$ cat src/rtl/instr_encoder_loader_if.sv
// Bundle-in / imem-write-out bus of the instruction encoder-loader.
// The master side (host or program feed) drives field bundles and observes the
// imem write port. The slave side (encoder) accepts bundles and drives the writes.
interface instr_encoder_loader_if;

  // Field bundle handshake
  logic        in_valid;
  logic        in_ready;
  logic        in_last;
  logic [2:0]  op_class;
  logic [1:0]  alu_op;
  logic [4:0]  rd;
  logic [4:0]  rs1;
  logic [4:0]  rs2;
  logic [12:0] imm;

  // Instruction memory write port
  logic        mem_we;
  logic [31:0] mem_addr;
  logic [31:0] mem_wdata;

  modport master (
    output in_valid,
    output in_last,
    output op_class,
    output alu_op,
    output rd,
    output rs1,
    output rs2,
    output imm,
    input  in_ready,
    input  mem_we,
    input  mem_addr,
    input  mem_wdata
  );

  modport slave (
    input  in_valid,
    input  in_last,
    input  op_class,
    input  alu_op,
    input  rd,
    input  rs1,
    input  rs2,
    input  imm,
    output in_ready,
    output mem_we,
    output mem_addr,
    output mem_wdata
  );

endinterface

$ cat src/rtl/instr_encoder_loader.sv
// Instruction encoder-loader: turns (class, alu_op, rd, rs1, rs2, imm) bundles into
// RV32I-subset words (R, I-ALU, lw, sw, beq) and writes them to consecutive imem
// words, one write per accepted bundle, one cycle after acceptance.
// Optional build macro IMM_RANGE_CHECK_EN: flags immediates that do not fit their
// format (I/LOAD/STORE with imm[12]!=imm[11], BRANCH with imm[0]=1) as illegal.
module instr_encoder_loader #(
  parameter int unsigned ADDR_W    = 8,
  parameter logic [31:0] BASE_ADDR = 32'h0
) (
  input  logic                  clk,
  input  logic                  reset,
  input  logic                  start,
  instr_encoder_loader_if.slave bus,
  output logic                  busy,
  output logic                  done,
  output logic [ADDR_W:0]       word_count,
  output logic                  err_illegal,
  output logic                  err_full
);

  localparam logic [ADDR_W:0] CAPACITY  = {1'b1, {ADDR_W{1'b0}}};
  localparam logic [ADDR_W:0] COUNT_ONE = {{ADDR_W{1'b0}}, 1'b1};

  localparam logic [2:0] CLS_R      = 3'd0;
  localparam logic [2:0] CLS_I      = 3'd1;
  localparam logic [2:0] CLS_LOAD   = 3'd2;
  localparam logic [2:0] CLS_STORE  = 3'd3;
  localparam logic [2:0] CLS_BRANCH = 3'd4;

  localparam logic [1:0] ALU_ADD = 2'd0;
  localparam logic [1:0] ALU_SUB = 2'd1;
  localparam logic [1:0] ALU_OR  = 2'd2;
  localparam logic [1:0] ALU_AND = 2'd3;

  localparam logic [6:0] OPC_R      = 7'b0110011;
  localparam logic [6:0] OPC_I      = 7'b0010011;
  localparam logic [6:0] OPC_LOAD   = 7'b0000011;
  localparam logic [6:0] OPC_STORE  = 7'b0100011;
  localparam logic [6:0] OPC_BRANCH = 7'b1100011;

  localparam logic [2:0]  F3_WORD = 3'b010;
  localparam logic [2:0]  F3_BEQ  = 3'b000;
  localparam logic [6:0]  F7_SUB  = 7'b0100000;
  localparam logic [31:0] NOP     = 32'h0000_0013;

  typedef enum logic [1:0] {StIdle, StRun, StDone} state_t;

  state_t          state_q, state_d;
  logic [ADDR_W:0] count_q, count_d;
  logic [ADDR_W:0] count_inc;
  logic            err_illegal_q, err_illegal_d;
  logic            err_full_q, err_full_d;
  logic            mem_we_q, mem_we_d;
  logic [31:0]     mem_addr_q, mem_addr_d;
  logic [31:0]     mem_wdata_q, mem_wdata_d;

  logic            accept;
  logic            launch;
  logic [31:0]     count_ext;
  logic [31:0]     slot_addr;

  logic [31:0]     enc_word;
  logic            enc_illegal;
  logic [2:0]      alu_f3;
  logic [6:0]      r_f7;
  logic            imm_bad;

  // Handshake and control strobes
  assign bus.in_ready = (state_q == StRun) && (count_q != CAPACITY);
  assign accept       = bus.in_valid && bus.in_ready;
  // start is only honoured outside RUN
  assign launch       = start && (state_q != StRun);
  assign count_inc    = count_q + COUNT_ONE;

  // Byte address of the slot the next accepted bundle will occupy
  always_comb begin
    count_ext             = '0;
    count_ext[ADDR_W:0]   = count_q;
    slot_addr             = BASE_ADDR + (count_ext << 2);
  end

  // Encode the presented bundle; illegal bundles collapse to a NOP
  always_comb begin
    enc_word    = NOP;
    enc_illegal = 1'b0;
    alu_f3      = 3'b000;
    r_f7        = 7'b0000000;
    imm_bad     = 1'b0;

    unique case (bus.alu_op)
      ALU_ADD: alu_f3 = 3'b000;
      ALU_SUB: alu_f3 = 3'b000;
      ALU_OR:  alu_f3 = 3'b110;
      ALU_AND: alu_f3 = 3'b111;
      default: alu_f3 = 3'b000;
    endcase

`ifdef IMM_RANGE_CHECK_EN
    if ((bus.op_class == CLS_I) || (bus.op_class == CLS_LOAD) ||
        (bus.op_class == CLS_STORE)) begin
      imm_bad = (bus.imm[12] != bus.imm[11]);
    end else if (bus.op_class == CLS_BRANCH) begin
      imm_bad = bus.imm[0];
    end
`else
    imm_bad = 1'b0;
`endif

    case (bus.op_class)
      CLS_R: begin
        if (bus.alu_op == ALU_SUB) r_f7 = F7_SUB;
        enc_word = {r_f7, bus.rs2, bus.rs1, alu_f3, bus.rd, OPC_R};
      end
      CLS_I: begin
        // There is no subi; an I-ALU sub cannot be encoded
        if (bus.alu_op == ALU_SUB) begin
          enc_illegal = 1'b1;
        end else begin
          enc_word = {bus.imm[11:0], bus.rs1, alu_f3, bus.rd, OPC_I};
        end
      end
      CLS_LOAD: begin
        enc_word = {bus.imm[11:0], bus.rs1, F3_WORD, bus.rd, OPC_LOAD};
      end
      CLS_STORE: begin
        enc_word = {bus.imm[11:5], bus.rs2, bus.rs1, F3_WORD, bus.imm[4:0], OPC_STORE};
      end
      CLS_BRANCH: begin
        enc_word = {bus.imm[12], bus.imm[10:5], bus.rs2, bus.rs1, F3_BEQ,
                    bus.imm[4:1], bus.imm[11], OPC_BRANCH};
      end
      default: begin
        enc_illegal = 1'b1;
      end
    endcase

    if (imm_bad) enc_illegal = 1'b1;
    if (enc_illegal) enc_word = NOP;
  end

  // FSM state register
  always_ff @(posedge clk or posedge reset) begin
    if (reset) begin
      state_q <= StIdle;
    end else begin
      state_q <= state_d;
    end
  end

  // FSM next state: leave RUN on the last bundle or when the final slot is taken
  always_comb begin
    state_d = state_q;
    unique case (state_q)
      StIdle: begin
        if (start) state_d = StRun;
      end
      StRun: begin
        if (accept && (bus.in_last || (count_inc == CAPACITY))) state_d = StDone;
      end
      StDone: begin
        if (start) state_d = StRun;
      end
      default: state_d = StIdle;
    endcase
  end

  // Counter, sticky errors and the registered imem write
  always_comb begin
    count_d       = count_q;
    err_illegal_d = err_illegal_q;
    err_full_d    = err_full_q;
    mem_we_d      = 1'b0;
    mem_addr_d    = mem_addr_q;
    mem_wdata_d   = mem_wdata_q;

    if (launch) begin
      count_d       = '0;
      err_illegal_d = 1'b0;
      err_full_d    = 1'b0;
    end else if (accept) begin
      count_d     = count_inc;
      mem_we_d    = 1'b1;
      mem_addr_d  = slot_addr;
      mem_wdata_d = enc_word;
      if (enc_illegal) err_illegal_d = 1'b1;
      if ((count_inc == CAPACITY) && !bus.in_last) err_full_d = 1'b1;
    end
  end

  // Datapath registers; reset also drops a write still in flight
  always_ff @(posedge clk or posedge reset) begin
    if (reset) begin
      count_q       <= '0;
      err_illegal_q <= 1'b0;
      err_full_q    <= 1'b0;
      mem_we_q      <= 1'b0;
      mem_addr_q    <= '0;
      mem_wdata_q   <= '0;
    end else begin
      count_q       <= count_d;
      err_illegal_q <= err_illegal_d;
      err_full_q    <= err_full_d;
      mem_we_q      <= mem_we_d;
      mem_addr_q    <= mem_addr_d;
      mem_wdata_q   <= mem_wdata_d;
    end
  end

  assign bus.mem_we    = mem_we_q;
  assign bus.mem_addr  = mem_addr_q;
  assign bus.mem_wdata = mem_wdata_q;

  assign busy        = (state_q == StRun);
  assign done        = (state_q == StDone);
  assign word_count  = count_q;
  assign err_illegal = err_illegal_q;
  assign err_full    = err_full_q;

endmodule

$ cat src/flat_wrapper.sv
// flat-port wrapper written by rule: the top's interface ports become plain ports
module instr_encoder_loader_flat 
#(
  parameter int unsigned ADDR_W    = 8,
  parameter logic [31:0] BASE_ADDR = 32'h0
)
  (clk, reset, start, busy, done, word_count, err_illegal, err_full, bus_in_valid, bus_in_last, bus_op_class, bus_alu_op, bus_rd, bus_rs1, bus_rs2, bus_imm, bus_in_ready, bus_mem_we, bus_mem_addr, bus_mem_wdata);
  instr_encoder_loader_if bus_i ();
  input  logic clk;
  input  logic reset;
  input  logic start;
  output logic busy;
  output logic done;
  output logic [ADDR_W:0] word_count;
  output logic err_illegal;
  output logic err_full;
  input wire logic [$bits(bus_i.in_valid)-1:0] bus_in_valid;
  input wire logic [$bits(bus_i.in_last)-1:0] bus_in_last;
  input wire logic [$bits(bus_i.op_class)-1:0] bus_op_class;
  input wire logic [$bits(bus_i.alu_op)-1:0] bus_alu_op;
  input wire logic [$bits(bus_i.rd)-1:0] bus_rd;
  input wire logic [$bits(bus_i.rs1)-1:0] bus_rs1;
  input wire logic [$bits(bus_i.rs2)-1:0] bus_rs2;
  input wire logic [$bits(bus_i.imm)-1:0] bus_imm;
  output wire logic [$bits(bus_i.in_ready)-1:0] bus_in_ready;
  output wire logic [$bits(bus_i.mem_we)-1:0] bus_mem_we;
  output wire logic [$bits(bus_i.mem_addr)-1:0] bus_mem_addr;
  output wire logic [$bits(bus_i.mem_wdata)-1:0] bus_mem_wdata;
  assign bus_i.in_valid = bus_in_valid;
  assign bus_i.in_last = bus_in_last;
  assign bus_i.op_class = bus_op_class;
  assign bus_i.alu_op = bus_alu_op;
  assign bus_i.rd = bus_rd;
  assign bus_i.rs1 = bus_rs1;
  assign bus_i.rs2 = bus_rs2;
  assign bus_i.imm = bus_imm;
  assign bus_in_ready = bus_i.in_ready;
  assign bus_mem_we = bus_i.mem_we;
  assign bus_mem_addr = bus_i.mem_addr;
  assign bus_mem_wdata = bus_i.mem_wdata;
  instr_encoder_loader #(.ADDR_W(ADDR_W), .BASE_ADDR(BASE_ADDR)) u_core (.clk(clk), .reset(reset), .start(start), .bus(bus_i), .busy(busy), .done(done), .word_count(word_count), .err_illegal(err_illegal), .err_full(err_full));
endmodule
$ cat config.mk
export PLATFORM = sky130hd
export DESIGN_NAME = instr_encoder_loader_flat
export DESIGN_NICKNAME = d
export VERILOG_FILES = /design/src/rtl/instr_encoder_loader_if.sv /design/src/rtl/instr_encoder_loader.sv /design/src/flat_wrapper.sv
export SDC_FILE = /design/constraint.sdc
export NUM_CORES = 1
export LEC_CHECK = 0
export BUFFER_PORTS_ARGS = -buffer_cell sky130_fd_sc_hd__clkbuf_2
export CAP_MARGIN = 20
export CORE_MARGIN = 1
export CORE_UTILIZATION = 43
export CTS_CLUSTER_SIZE = 14
export DETAILED_ROUTE_END_ITERATION = 10
export HOLD_SLACK_MARGIN = 0.02
export PLACE_DENSITY = 0.74
export SKIP_CTS_REPAIR_TIMING = 1
export SYNTH_ARGS = -nofsm -noshare
export SYNTH_HDL_FRONTEND = slang
export SYNTH_SLANG_ARGS = --single-unit
$ cat constraint.sdc
create_clock -name clk -period 1.75 [get_ports clk]
set_input_delay 0.2625 -clock clk [delete_from_list [all_inputs] [get_ports clk]]
set_output_delay 0.2625 -clock clk [all_outputs]
set_load 0.02 [all_outputs]
==> flow_summary.toml <==
[critical_path]
critPathArrivalTime_ns = 1.93
max_stage_delay_ns = 0.38
path_cells = "inv_2 > ha_2 > and2_4 > a311o_2 > buf_4 > buf_12 > a22o_1"
path_max_fanout = 20
cp-start-kind = "flip-flop"
cpMaxStageDelayCell = "dfrtp_2"
cp-end-kind = "flip-flop"
required_ns = 1.95
criticalPathCategory = "reg -> reg"

[grt]
grt_pass1_vias = 2073
grt_pass1_wl_um = 9710
antenna_found_initial = 0
track_usage = 0.194
grt_max_degree = 53
grt_overflow = 0

[timing]
fin_crit_sh = 0.987
period_needed_ns = 1.73
fin_hold_ws_ns = 0.143
setup_viol = 0
max-slew-margin-rel = 0.546
fin_ws_ns = 0.0226
worst_pin_slew_ns = 0.673
clock.fmax_ghz = 0.579
finalHoldViolCount = 0
rsz0062_at_grt = "true"
slew_viol_final = 0
fin_skew_ns = 0.0105

[routing]
vias_per_cell = 4.94
firstDrtPassIters = 4
ant_nets = 0
wire_per_inst_um = 13.3
remaining_drc_errors = 0
wl_um = 6050
vias = 2248
drt_iter0_markers = 113

[yosys]
synth.area.top_cells = "dfrtp_1 (49%), buf_4 (8.2%), nand2_1 (6.1%), o21ai_0 (3.9%), a22oi_1 (3.4%)"
syn_area_um2 = 2670
synth_top_cell_by_area = "dfrtp_1"
synthCells = 277
ys_warn_count = 0
muxShareOfSynthArea = 0.0197
synth_compound_area_frac = 0.190
netlist-cell-type-count = 43
synth_top_family_by_area = "compound AO/OA/AOI/OAI gates"
synth.avg_cell_area_um2 = 9.63
synth-simple-area-share = 0.143
synthXorXnorAreaFrac = 0.0197
synth_fa_ha_area_frac = 0.0141
synth_top_area_frac = 0.488
ys_seq_area_frac = 0.488
yosys_register_bits = 52

[cts]
clk_pin_slew_ns = 0.10
htree_levels = 2
cts_buffer_depth = 2
clock-sinks = 52
cts_tree = "done"
cts_buffers = 5
clockRootBuffer = "clkbuf_8"
insertion_delay_ns = 0.31

[power]
p_clk_frac = 0.192
ir_drop_v = 0.000850
power.density_nw_per_um2 = 1330
switching_share = 0.402
power_leakage_nw = 1.74
pwr-share-comb = 0.422
p_sw_w = 0.00179
p_total_w = 0.00445
internal_power_w = 0.00266
seq_power_share = 0.386

[die]
die_h_um = 80.8
fp.dieW_um = 80.8
pin_count = 117
start_util = 0.448
die-area_um2 = 6520
coreArea_um2 = 5960
rows = 28

[placement]
place_area_um2 = 3210
hpwl_um = 4540
pre_cts_ws_ns = -0.0300
gp_congestion = 0.790
io_buffers = 91

[final_layout]
num_antenna_cells = 0
final_common_cell = "clkbuf_2"
syn_to_final_growth_pct = 25.4
multi_input_comb_area_um2 = 1150
fillerInstances = 575
drive_gt1_frac = 0.371
final_cell_mix = "clkbuf_2 (90), dfrtp_1 (49), nand2_1 (42), conb_1 (25), o21ai_0 (21)"
ff_latch_area_um2 = 1310
final_area_um2 = 3350
fin_nets = 420

[status]
outcome = "complete, no violations"

[flow_run]
cap_violations = 0

[hold_path]
hp-class = "in -> reg"
[power by group through the flow]
stage,clock network (W),registers [W],logic (W)
after global routing,0.000914,0.00176,0.00206
after global placement,0,0.00174,0.00185
after floorplan,0,0.00213,0.000863
final,0.000855,0.00172,0.00188
after CTS,0.000875,0.00172,0.00188
after detailed placement,0,0.00174,0.00188
[path summary, 6_finish.rpt]
path,start,end,slack [ns],depth (start not counted)
min reg2reg,u_core.bus.mem_wdata[13],u_core.bus.mem_wdata[13],0.49,2
max in group asynchronous,reset,u_core.word_count[2],0.97,4
min,start,u_core.word_count[0],0.14,2
max,u_core.word_count[1],u_core.bus.mem_wdata[15],0.02,7
max reg2reg,u_core.word_count[1],u_core.bus.mem_wdata[15],0.02,7
min in group asynchronous,reset,u_core.bus.mem_addr[8],0.51,4
[layer usage]
layer | up-vias | track usage | part of all wire
met4 | 0 | 0.0804 | 0.013
li1 | 1115 | - | -
met2 | 85 | 0.316 | 0.47
met1 | 1039 | 0.254 | 0.47
met3 | 9 | 0.0371 | 0.052
met5 | - | 0 | 0
[cell families after synthesis]
kind of cell,count (synthesis)
compound gates,77
xor+xnor,6
fa+ha+maj,3
simple gates,83
mux,4
flops,52
buf+inv,51
other cells,1
[synthesized netlist by cell type, drive strengths merged]
cell type	count
a21oi	5
a222oi	1
a22o	10
a22oi	12
a311o	1
a31oi	3
a32o	1
and2	4
and3	1
and4	1
buf	38
clkbuf	3
conb	1
dfrtp	52
ha	3
inv	10
mux2	4
nand2	43
nand2b	4
nand3	7
nand3b	1
nand4	3
nor2	14
nor2b	2
nor3	2
nor4	1
o21a	3
o21ai	35
o22ai	1
o2bb2ai	1
o31ai	3
o41ai	1
xnor2	5
xor2	1
[final cells by class]
class                   count  share of cell area
clock inverters             3              0.0138
multi-input cells         198               0.344
flip-flops and latches     52               0.390
clock buffers               5              0.0206
repair buffers            112               0.192
well taps                  75              0.0280
inverters                  10              0.0112
[critical path: cells and delay by family, from the launching register on]
family / cells / cell delay, ns
compound gates: 2 / 0.58
fa+ha+maj: 1 / 0.16
buf+inv: 3 / 0.36
simple gates: 1 / 0.13
flops: 1 / 0.38
[state kept, by name (all words and copies together), names as in the netlist]
name	flops
u_core.word_count	9
u_core.bus.mem_addr	9
u_core.bus.mem_we	1
u_core.err_full	1
u_core.state_q	2
u_core.bus.mem_wdata	29
u_core.err_illegal	1
[per-stage QoR]
stage / instances / utilization / TNS [ns]
5_1_grt: 455 / 0.562 / -0.542
6_report: 455 / 0.562 / 0
2_1_floorplan: 301 / - / 0
3_5_place_dp: 446 / 0.539 / -0.140
4_1_cts: 454 / 0.558 / -0.301
3_3_place_gp: 446 / 0.539 / 0
Power figures use the tool's default switching activity.
